[src/rtl/seq_pkg.sv]
// Shared opcodes, field positions and FSM state type for the instruction sequencer.
// Field positions assume the default 32-bit instruction word.
package seq_pkg;

   localparam logic [7:0] OP_HALT = 8'h00;
   localparam logic [7:0] OP_JMP  = 8'h01;
   localparam logic [7:0] OP_LOOP = 8'h02;

   localparam int unsigned OPC_MSB      = 31;
   localparam int unsigned OPC_LSB      = 24;
   localparam int unsigned OPC_W        = OPC_MSB - OPC_LSB + 1;
   localparam int unsigned LOOP_CNT_MSB = 23;
   localparam int unsigned LOOP_CNT_LSB = 16;
   localparam int unsigned LOOP_CNT_W   = LOOP_CNT_MSB - LOOP_CNT_LSB + 1;

   typedef enum logic [2:0] {
      IDLE,
      FETCH,
      DECODE,
      ISSUE,
      DONE
   } seq_state_t;

endpackage

[src/rtl/seq_decode.sv]
// Combinational opcode classification for the sequencer (HALT/JMP, plus LOOP
// when SEQ_LOOP_EN is defined).
module seq_decode
   import seq_pkg::*;
#(
   parameter int unsigned INSTR_WIDTH = 32,
   parameter int unsigned AW          = 8
) (
   input  logic [INSTR_WIDTH-1:0] i_instr,
   output logic                   o_is_halt,
   output logic                   o_is_jmp,
`ifdef SEQ_LOOP_EN
   output logic                   o_is_loop,
   output logic [LOOP_CNT_W-1:0]  o_count,
`endif
   output logic [AW-1:0]          o_target
);

   logic [OPC_W-1:0] w_opcode;
   logic             w_unused;

   // Opcode always sits in the top byte, whatever the instruction width.
   assign w_opcode  = i_instr[INSTR_WIDTH-1 -: OPC_W];
   assign o_is_halt = (w_opcode == OP_HALT);
   assign o_is_jmp  = (w_opcode == OP_JMP);
   assign o_target  = i_instr[AW-1:0];
   assign w_unused  = ^i_instr;

`ifdef SEQ_LOOP_EN
   assign o_is_loop = (w_opcode == OP_LOOP);
   assign o_count   = i_instr[LOOP_CNT_MSB:LOOP_CNT_LSB];
`endif

endmodule

[src/rtl/instr_sequencer.sv]
// Instruction fetch/sequencer: walks program memory, executes HALT/JMP locally and
// issues all other words over valid/ready. Define SEQ_LOOP_EN to execute LOOP locally.
module instr_sequencer
   import seq_pkg::*;
#(
   parameter int unsigned INSTR_WIDTH = 32,
   parameter int unsigned DEPTH       = 256,
   localparam int unsigned AW         = $clog2(DEPTH)
) (
   input  logic                   clk,
   input  logic                   rst,
   input  logic                   start,
   output logic [AW-1:0]          rd_addr,
   input  logic [INSTR_WIDTH-1:0] rd_data,
   output logic [INSTR_WIDTH-1:0] instr_out,
   output logic                   instr_valid,
   input  logic                   instr_ready,
   output logic [AW-1:0]          pc,
   output logic                   busy,
   output logic                   halted
);

   seq_state_t             r_state;
   seq_state_t             w_next_state;
   logic [AW-1:0]          r_pc;
   logic [AW-1:0]          w_pc_next;
   logic [AW-1:0]          w_pc_inc;
   logic [INSTR_WIDTH-1:0] r_instr;
   logic [INSTR_WIDTH-1:0] w_instr_next;
   logic                   w_is_halt;
   logic                   w_is_jmp;
   logic [AW-1:0]          w_target;

`ifdef SEQ_LOOP_EN
   logic                   w_is_loop;
   logic [LOOP_CNT_W-1:0]  w_count;
   logic [LOOP_CNT_W-1:0]  r_loop_cnt;
   logic [LOOP_CNT_W-1:0]  w_loop_cnt_next;
   logic [LOOP_CNT_W-1:0]  w_loop_eff;
   logic                   r_loop_armed;
   logic                   w_loop_armed_next;
`endif

   seq_decode #(
      .INSTR_WIDTH (INSTR_WIDTH),
      .AW          (AW)
   ) u_decode (
      .i_instr   (rd_data),
      .o_is_halt (w_is_halt),
      .o_is_jmp  (w_is_jmp),
`ifdef SEQ_LOOP_EN
      .o_is_loop (w_is_loop),
      .o_count   (w_count),
`endif
      .o_target  (w_target)
   );

   // Explicit wrap keeps the modulo correct for non-power-of-two depths.
   assign w_pc_inc = (r_pc == AW'(DEPTH - 1)) ? '0 : r_pc + AW'(1);

   always_comb begin
      w_next_state = r_state;
      w_pc_next    = r_pc;
      w_instr_next = r_instr;
`ifdef SEQ_LOOP_EN
      w_loop_cnt_next   = r_loop_cnt;
      w_loop_armed_next = r_loop_armed;
      w_loop_eff        = r_loop_armed ? r_loop_cnt : w_count;
`endif
      case (r_state)
         IDLE, DONE: begin
            if (start) begin
               w_pc_next    = '0;
               w_next_state = FETCH;
            end
         end
         FETCH: w_next_state = DECODE;
         DECODE: begin
            w_instr_next = rd_data;
            if (w_is_halt) begin
               w_next_state = DONE;
            end else if (w_is_jmp) begin
               w_pc_next    = w_target;
               w_next_state = FETCH;
`ifdef SEQ_LOOP_EN
            end else if (w_is_loop) begin
               // Arming and the first decrement collapse into one step, so N gives N+1 passes.
               if (w_loop_eff != '0) begin
                  w_loop_cnt_next   = w_loop_eff - LOOP_CNT_W'(1);
                  w_loop_armed_next = 1'b1;
                  w_pc_next         = w_target;
               end else begin
                  w_loop_cnt_next   = '0;
                  w_loop_armed_next = 1'b0;
                  w_pc_next         = w_pc_inc;
               end
               w_next_state = FETCH;
`endif
            end else begin
               w_next_state = ISSUE;
            end
         end
         ISSUE: begin
            if (instr_ready) begin
               w_pc_next    = w_pc_inc;
               w_next_state = FETCH;
            end
         end
         default: w_next_state = IDLE;
      endcase
   end

   always_ff @(posedge clk or negedge rst) begin
      if (!rst) begin
         r_state <= IDLE;
         r_pc    <= '0;
         r_instr <= '0;
      end else begin
         r_state <= w_next_state;
         r_pc    <= w_pc_next;
         r_instr <= w_instr_next;
      end
   end

`ifdef SEQ_LOOP_EN
   always_ff @(posedge clk or negedge rst) begin
      if (!rst) begin
         r_loop_cnt   <= '0;
         r_loop_armed <= 1'b0;
      end else begin
         r_loop_cnt   <= w_loop_cnt_next;
         r_loop_armed <= w_loop_armed_next;
      end
   end
`endif

   assign rd_addr     = r_pc;
   assign pc          = r_pc;
   assign instr_out   = r_instr;
   assign instr_valid = (r_state == ISSUE);
   assign busy        = (r_state == FETCH) || (r_state == DECODE) || (r_state == ISSUE);
   assign halted      = (r_state == DONE);

endmodule

[config.mk]
export PLATFORM = sky130hd
export DESIGN_NAME = instr_sequencer
export DESIGN_NICKNAME = d
export VERILOG_FILES = /design/src/rtl/seq_pkg.sv /design/src/rtl/seq_decode.sv /design/src/rtl/instr_sequencer.sv
export SDC_FILE = /design/constraint.sdc
export NUM_CORES = 1
export LEC_CHECK = 0
export CAP_MARGIN = 40
export CORE_MARGIN = 2
export CORE_UTILIZATION = 35
export CTS_CLUSTER_DIAMETER = 120
export DETAILED_ROUTE_END_ITERATION = 12
export PLACE_DENSITY_LB_ADDON = 0.25
export SYNTH_ARGS = -nofsm -noshare
export SYNTH_HDL_FRONTEND = slang
export SYNTH_SLANG_ARGS = --single-unit
export TNS_END_PERCENT = 5
[constraint.sdc]
create_clock -name clk -period 2.1 [get_ports clk]
set_input_delay 0.42 -clock clk [delete_from_list [all_inputs] [get_ports clk]]
set_output_delay 0.42 -clock clk [all_outputs]
set_load 0.1 [all_outputs]
# ---- Word level (Yosys, flattened, before mapping)
# Cells that the tools add are included.
dict set report word_totals {
  elab_cells 33
  inputBits 36
  out_inout_bits 51
  reg_bits 43
}
dict set report op_classes {
  n_mux 11
  addsub 1
  n_reduce_logical 8
  n_eq_ne 10
}
# operator n
set ops {}
lappend ops {{8-bit two-way mux} 5}
lappend ops {{8-bit case mux with 3 select lines} 1}
lappend ops {{3-bit case mux with 4 select lines} 1}
lappend ops {{3-bit two-way mux} 3}
lappend ops {{8-bit by 1-bit adder with 8-bit output (second input constant)} 1}
lappend ops {{8-bit by 1-bit equality test with 1-bit output (second input constant)} 1}
lappend ops {{8-bit equality test (second input constant)} 1}
lappend ops {{8-bit logical NOT} 1}
lappend ops {{3-bit by 2-bit equality test with 1-bit output (second input constant)} 2}
lappend ops {{5-bit AND reduction} 1}
lappend ops {{2-bit by 1-bit inequality test with 1-bit output (second input constant)} 2}
lappend ops {{2-bit inequality test (second input constant)} 2}
lappend ops {{3-bit by 1-bit equality test with 1-bit output (second input constant)} 1}
lappend ops {{3-bit equality test (second input constant)} 1}
lappend ops {{3-bit logical NOT} 1}
lappend ops {{3-bit nonzero test} 1}
lappend ops {{1-bit logical OR} 2}
lappend ops {{2-bit two-way mux} 1}
lappend ops {{2-bit AND reduction} 1}
lappend ops {{2-bit OR reduction} 1}

# ---- Logic depth before layout (Yosys ltp)
# Gate-level depths: netlist (run 1).
dict set report depth {
  word_depth 4
  depth_mapped 7
  mapped_depth_nobuf 5
}

# ---- By module
# From an unflattened synthesis (run 1), not the netlist that was laid out.
dict set report hier_totals {
  cells_unflattened 171
  area_unflattened_um2 2070.7
}
# mod seq_area_each_um2 cells_each area_each_um2 instances
set modules_own_cells {}
lappend modules_own_cells {instr_sequencer 1076.0 158 1969.4 1}
lappend modules_own_cells {seq_decode 0.0 13 101.3 1}

# ---- Least setup slack after synthesis (run 1)
# Ideal clock, no wire load.
dict set report synth_timing {
  path_kind {register to register}
  from {register r_pc[0], in the netlist pc[0]}
  to {register r_pc[4], in the netlist pc[4]}
  path_slack_ns -0.115
  period_less_slack_ns 2.215
  arrival_ns 2.081
  setup_ns 0.134
  stages_incl_launch_ff 6
  n_path_buf 0
  required_time_ns 1.966
  path_cell_list {dfrtp_1 > ha_1 > and2_1 > a31oi_1 > a211oi_1 > o22ai_2}
}
dict set report synth_between {
  elab_chain_cells 4
  word_cells_on_any_way 5
  classes_between {1 x add/sub; 1 x eq/ne; 3 x mux}
}
# item line
set synth_lines {}
lappend synth_lines {{start: declaration} instr_sequencer.sv:25} ;# logic [AW-1:0] r_pc;
lappend synth_lines {{start signal: assignment} instr_sequencer.sv:120} ;# r_pc <= w_pc_next;
lappend synth_lines {{8-bit by 1-bit adder with 8-bit output / 8-bit equality test (equally long branches)} instr_sequencer.sv:59} ;# assign w_pc_inc = (r_pc == AW'(DEPTH - 1)) ? '0 : r_pc + AW'(1);
lappend synth_lines {{8-bit two-way mux *} instr_sequencer.sv:59}
lappend synth_lines {{8-bit two-way mux *} instr_sequencer.sv:104} ;# if (instr_ready) begin
lappend synth_lines {{8-bit case mux with 3 select lines *} instr_sequencer.sv:70} ;# case (r_state)
# Every way passes the cells marked *; elsewhere a longest branch is shown, timed or not. The select of a mux whose other input is x is not followed.
# A chain may end at the register's enable or synchronous reset.

# ---- Final worst setup path (run 1)
dict set report layout_timing {
  from {register r_state[2]}
  to {output port instr_valid}
}
dict set report layout_between {
  elab_chain_cells 1
}
# item line
set layout_lines {}
lappend layout_lines {{start: declaration} instr_sequencer.sv:23} ;# seq_state_t r_state;
lappend layout_lines {{start signal: assignment} instr_sequencer.sv:119} ;# r_state <= w_next_state;
lappend layout_lines {{3-bit by 2-bit equality test with 1-bit output} instr_sequencer.sv:140} ;# assign instr_valid = (r_state == ISSUE);
lappend layout_lines {{end: declaration} instr_sequencer.sv:16} ;# output logic instr_valid,
# Every way passes these cells.

==> summary.md, run 1 <==
| Metric | Value |
|---|---|
| Status | `complete, no violations` |
| EDFF count, synth | `0` |
| Antenna viol nets, final | `0` |
| Initial antenna violation count | `0` |
| Post-synthesis cell type count | `38` |
| Most numerous cell in the Yosys netlist | `nand2_1` |
| P&R area growth vs syn | `46.5%` |
| Final layout net count | `350` |
| Io pins | `87` |
| WS Path Type | `flop to output pin` |
| Clk sinks | `43` |
| Buffers on Ports | `86` |
| Post_cts resized | `0` |
| Die ar. | `0.00644 mm^2` |
| Cell Area, Synth | `0.00204 mm^2` |
| DRC | `0` |
| Largest net degree at the start of global routing | `44` |
| GRT Total Usage | `17.4%` |
| Yosys reg bits | `43` |
| First-pass GRT wire length | `8740 um` |
| Gpl congestion | `0.845` |
| Final Util | `53.5%` |
| Post-CTS setup buffer count | `0` |
| Reg2reg start | `r_state[0]$_DFFE_PN0P_` |
| Top sig layer | `met4` |
| Diode count | `0` |
| Launch point of the worst path | `r_state[2]$_DFFE_PN0P_` |
| Latest clock arrival within the worst-skew pair | `0.29 ns` |
| Crit end category | `output pin` |
| Via count | `1,808` |
| Die Height | `80.3 um` |
| Final wirelength | `5100 um` |
| GRT overflow | `0` |
| Slew HR | `64.7%` |
| R2R depth | `4` |
| Actual slew at the worst max-slew pin | `0.529 ns` |
| Number of CTS-inserted buffers | `5` |
| Critical Path AT | `1.45 ns` |
| Final setup fails | `0` |
| WL/cell | `13.2 um` |
| CTS tree | `yes` |
| Slew Limit Fails | `0` |
| TritonRoute pass-1 iters | `4` |
| Number of H-tree levels | `2` |
| Final worst path period share | `89.2%` |
| Syn avg cell area | `8.89 um^2` |
| CP max FO | `8` |
| RSZ-0062 raised after global routing | `no` |
| Vias/cell | `4.68` |
| Placeable Area | `0.00557 mm^2` |
| Row count | `27` |
| Metal3 WL | `290 um` |
| DRT iter0 DRCs | `132` |
| Post-synth top area cell | `dfrtp_1` |
| Clk slew on worst S/H paths | `0.09 ns` |
| Met2 routed WL | `2490 um` |
| Syn nets | `266` |
| Metal-1 WL | `2270 um` |
| Post-synth top cells | `100 x nand2_1, 43 x dfrtp_1, 8 x buf_4, 8 x inv_1, 6 x nor2_1` |
| Filler cell count | `530` |
| Top cells by area, synth | `dfrtp_1 53%, nand2_1 18%, buf_4 3.0%, o22ai_2 1.8%, a211oi_1 1.5%` |
| Async set or reset register ratio after synthesis | `100%` |
| Worst r2r dst | `pc[3]$_DFFE_PN0P_` |
| Min Tclk post-route | `1.87 ns` |
| Sequential element share of the synthesized area | `52.9%` |
| Clock Skew | `0.00928 ns` |
| Top cell type's share of synthesized area | `52.9%` |
| Hold Buf Count CTS | `0` |
| Root Driver | `clkbuf_8` |
| HPWL after DPL | `3750 um` |
| Final Hold Fails | `0` |
| Layout cell share with drive strength beyond 1 | `25.5%` |
| CP startpoint kind | `flop` |
| Critical path required time | `1.68 ns` |
| Bufs on Longest Clock Path | `2` |
| Mapped Cells | `229` |
| R2R Setup Slk | `0.24 ns` |
| CP endpoint | `instr_valid` |
| Max Fclk | `534 MHz` |
| Initial Util | `36.5%` |
| Yosys warns | `0` |
| Vias in the first global route | `1,797` |
| Max Cap Violations | `0` |
| Ys flop type | `dfrtp_1` |
| HP Class | `input port to asynchronous set/reset pin` |
| Die width | `80.3 um` |
-- layer usage --
layer / GRT usage (%) / vias up
li1: - / 919
met1: 22.9 / 826
met2: 28.5 / 57
met3: 4.27 / 6
met4: 4.92 / 0
met5: 0 / -
-- worst min-delay path by stage --
stage                                endpoint  cells past startpoint                 startpoint  slack, ns
floorplan            instr_out[0]$_DFFE_PN0N_                      0                        rst       0.12
global placement    instr_out[31]$_DFFE_PN0N_                      2  instr_out[31]$_DFFE_PN0N_       0.46
detailed placement  instr_out[26]$_DFFE_PN0N_                      2  instr_out[26]$_DFFE_PN0N_       0.46
CTS                 instr_out[21]$_DFFE_PN0N_                      2                        rst       0.21
global route        instr_out[21]$_DFFE_PN0N_                      2                        rst       0.23
finish                      pc[4]$_DFFE_PN0P_                      2                        rst       0.19
-- state kept, by name (all words and copies together) (netlist names) --
| register | cells |
|---|---|
| instr_out | 32 |
| pc | 8 |
| r_state | 3 |
-- final cells by class --
cell class	instances	area [um^2]	share of cell area (%)
Tap cell	72	90.1	3.02
Timing Repair Buffer	95	833	27.9
Sequential cell	43	1080	36.2
Inverter	8	30.0	1.01
Clock inverter	2	60.1	2.01
Clock buffer	6	72.6	2.43
Multi-Input combinational cell	160	817	27.4
-- cells in the final DEF (no fill, tap or decap), types with 2 or more instances in the layout --
master           netlist  layout
o22ai_2                3       3
nand3_1                3       3
a2bb2oi_1              2       2
a22oi_1                4       4
nor2_1                 6       6
dfrtp_2                0       2
buf_12                 0       3
nand2_1              100     100
a21oi_1                4       4
nor3_1                 3       3
dfrtp_1               43      41
a32oi_1                2       2
o21ai_0                4       4
buf_4                  8      57
a211oi_1               4       4
clkbuf_8               0       5
clkdlybuf4s50_1        0      34
bufinv_16              0       2
inv_1                  8       8
and2_1                 2       2
o21ai_2                3       3
a31oi_1                2       2
-- logic make-up after synthesis --
logic type      Yosys count  synth area share [%]
mux                       1                 0.492
simple gates            125                  25.9
buf+inv                  26                  7.25
fa+ha+maj                 1                 0.615
flops                    43                  52.9
compound gates           33                  12.9
-- per-stage QoR --
step,hold slack (ns),setup TNS [ns],cells,setup slack [ns],cell area (um^2)
2_1_floorplan,0.124,-0.0738,229,-0.0738,2040
3_3_place_gp,0.461,0,378,0.0602,2850
3_5_place_dp,0.463,0,378,0.0416,2850
4_1_cts,0.207,0,386,0.200,2980
5_1_grt,0.231,0,386,0.127,2980
6_report,0.185,0,386,0.226,2980
-- critical path, stage by stage, from the launching register on --
cell	delay, ns
dfrtp_1	0.47
nand3b_1	0.30
inv_1	0.20
buf_12	0.20
Power of run 1 is left out: the tool's default activity adds up to more than one toggle a clock period on the data nets, which glitch-free logic cannot reach.
==> inputs of run 2 (changes only) <==
--- a/config.mk
+++ b/config.mk
@@ -10,8 +10,10 @@
 export CORE_UTILIZATION = 35
 export CTS_CLUSTER_DIAMETER = 120
 export DETAILED_ROUTE_END_ITERATION = 12
+export HOLD_SLACK_MARGIN = 0.05
 export PLACE_DENSITY_LB_ADDON = 0.25
 export SYNTH_ARGS = -nofsm -noshare
 export SYNTH_HDL_FRONTEND = slang
+export SYNTH_HIERARCHICAL = 1
 export SYNTH_SLANG_ARGS = --single-unit
 export TNS_END_PERCENT = 5
==> run 2 against run 1 <==
Net effect: fmax shrank 7.6%; clock skew is 0.0042 ns lower; synthesized area grew 1.7%; count of clock-buffer cells in the layout is the same; via count shrank 11%; register-to-register slack gained 0.10 ns; sequential share of layout area down 0.90 points; critical path depth is 5 higher; final cell count decreased by 13%; die area grew 1.6%; sequential cell count unchanged.
==> summary.md, run 2 <==
| Metric | Value |
|---|---|
| Critical-path top delay cell | `or4_4` |
| Status | `complete, no violations` |
| Top cell type's share of synthesized area | `52.0%` |
| GRT Total Usage | `14.4%` |
| WS Path Type | `input port to flop` |
| Syn avg cell area | `12.1 um^2` |
| Launch point of the worst path | `rd_data[26]` |
| Most frequent cells in the layout | `63 x buf_4, 43 x dfrtp_1, 32 x mux2_2` |
| Slew HR | `66.5%` |
| Worst slack, placed | `-0.636 ns` |
| Yosys warns | `6` |
| Gpl congestion | `0.834` |
| Min Tclk post-route | `2.03 ns` |
| Top cells by area, synth | `dfrtp_1 52%, mux2_2 17%, buf_4 5.8%, a21oi_1 1.5%, nand2_1 1.5%` |
| Async set or reset register ratio after synthesis | `100%` |
| Critical Path AT | `2.20 ns` |
| EDFF count, synth | `0` |
| DRC | `0` |
| Final Util | `52.5%` |
| Post-synth top area cell | `dfrtp_1` |
| Max Fclk | `493 MHz` |
| Syn nets | `208` |
| Buffers on Ports | `86` |
| HP Class | `input port to asynchronous set/reset pin` |
| DRT iter0 DRCs | `50` |
| Final Hold Fails | `0` |
| Clock Skew | `0.00506 ns` |
| Max reg flops | `32` |
| Crit-path max cell delay | `0.44 ns` |
| Final setup margin | `0.0715 ns` |
| Largest net degree at the start of global routing | `33` |
| Number of CTS-inserted buffers | `5` |
| Reg2reg start | `r_state[1]$_DFFE_PN0P_` |
| Placeable Area | `0.00582 mm^2` |
| Final worst path period share | `96.6%` |
| Final layout net count | `296` |
| CTS tree | `yes` |
| Critical path required time | `2.27 ns` |
| Die width | `80.9 um` |
| Cell Area, Synth | `0.00207 mm^2` |
| P&R area growth vs syn | `47.3%` |
| Final wirelength | `4440 um` |
| Most common cell after layout, fill and taps aside | `buf_4` |
| Number of H-tree levels | `2` |
| Crit end category | `flop` |
| GRT overflow | `0` |
| Latest clock arrival within the worst-skew pair | `0.29 ns` |
| Mapped Cells | `171` |
| Post-synthesis cell type count | `44` |
| Layout cell share with drive strength beyond 1 | `46.7%` |
| CP max FO | `5` |
| Slew Limit Fails | `0` |
| Die ar. | `0.00655 mm^2` |
| Most numerous cell in the Yosys netlist | `dfrtp_1` |
| Die Height | `80.9 um` |
| Yosys reg bits | `43` |
| Sequential element share of the synthesized area | `52.0%` |
| Vias/cell | `4.81` |
| Io pins | `87` |
| Vias in the first global route | `1,601` |
| HPWL after DPL | `3350 um` |
| Max Cap Violations | `0` |
| Antenna viol nets, final | `0` |
| CP startpoint kind | `input port` |
| WL/cell | `13.3 um` |
| Hold Buf Count CTS | `0` |
| Initial Util | `35.6%` |
| Ys flop type | `dfrtp_1` |
| TritonRoute pass-1 iters | `5` |
| Final setup fails | `0` |
| Crit-path cells | `clkdlybuf4s50_1, or4_4, nor2_4, buf_4, o311ai_4, buf_6, and3_1, a211o_1` |
| Diode count | `0` |
| Root Driver | `clkbuf_8` |
| Clk slew on worst S/H paths | `0.08 ns` |
| First-pass GRT wire length | `7230 um` |
| Bufs on Longest Clock Path | `2` |
| Actual slew at the worst max-slew pin | `0.503 ns` |
| Row count | `28` |
| Clk sinks | `43` |
| Initial antenna violation count | `0` |
| Post-synth top cells | `43 x dfrtp_1, 32 x mux2_2, 16 x buf_4, 8 x nand2_1, 8 x nor2_1` |
| Via count | `1,607` |
-- run 2: kinds of logic after synthesis --
group / share of synthesized area [%]
simple gates: 10.6
compound gates: 10.4
flops: 52.0
mux: 17.4
buf+inv: 9.06
fa+ha+maj: 0.604
-- run 2: final timing paths --
| check | slack (ns) | depth (start not counted) | to |
|---|---|---|---|
| setup reg to reg | 0.34 | 5 | pc[2]$_DFFE_PN0P_ |
| setup / recovery | 0.07 | 8 | pc[5]$_DFFE_PN0P_ |
| hold reg to reg | 0.51 | 1 | instr_out[3]$_DFFE_PN0N_ |
| hold / removal | 0.09 | 1 | instr_out[6]$_DFFE_PN0N_ |
| max in group asynchronous | 1.52 | 2 | instr_out[11]$_DFFE_PN0N_ |
| min in group clk | 0.38 | 2 | instr_out[30]$_DFFE_PN0N_ |
-- run 2: metrics by stage --
step	TNS (ns)	cell area [um^2]	cells	hold slack, ns
global route	-0.000762	3050	334	0.118
CTS	0	3030	333	0.102
finish	0	3050	334	0.0906
detailed placement	-4.64	2880	322	0.422
global placement	-4.33	2880	322	0.418
floorplan	-0.151	2070	171	0.124
-- run 2: routing by layer --
metal  track usage, %  routed length (um)  up-vias
met1             17.6                1940      769
met5                0                   0        -
met4             4.41                  50        0
met2             23.5                2050       62
met3             5.44                 401        7
li1                 -                   -      769
-- run 2: repair_timing --
item | in CTS | in global routing
hold endpoints to repair | 0 | 0
buffers inserted | 4 | 1
pin swaps | 7 | 3
endpoints found under the setup margin | 8 | 8
gates resized for setup | 16 | 6
-- run 2: worst max-delay path, delay by kind of cell --
kind | cells | cell delay, ns
AO/OA/AOI/OAI | 2 | 0.35
buffers and inverters | 3 | 0.72
AND/OR/NAND/NOR | 3 | 0.72
-- run 2: final cells by class --
class	count	area, um^2
Clock buffer	6	72.6
Clock inverter	1	30.0
Fill cell	543	2770
Inverter	5	18.8
Multi-Input combinational cell	99	830
Sequential cell	43	1080
Tap cell	75	93.8
Timing Repair Buffer	105	930
Power of run 2 is left out for the same reason.
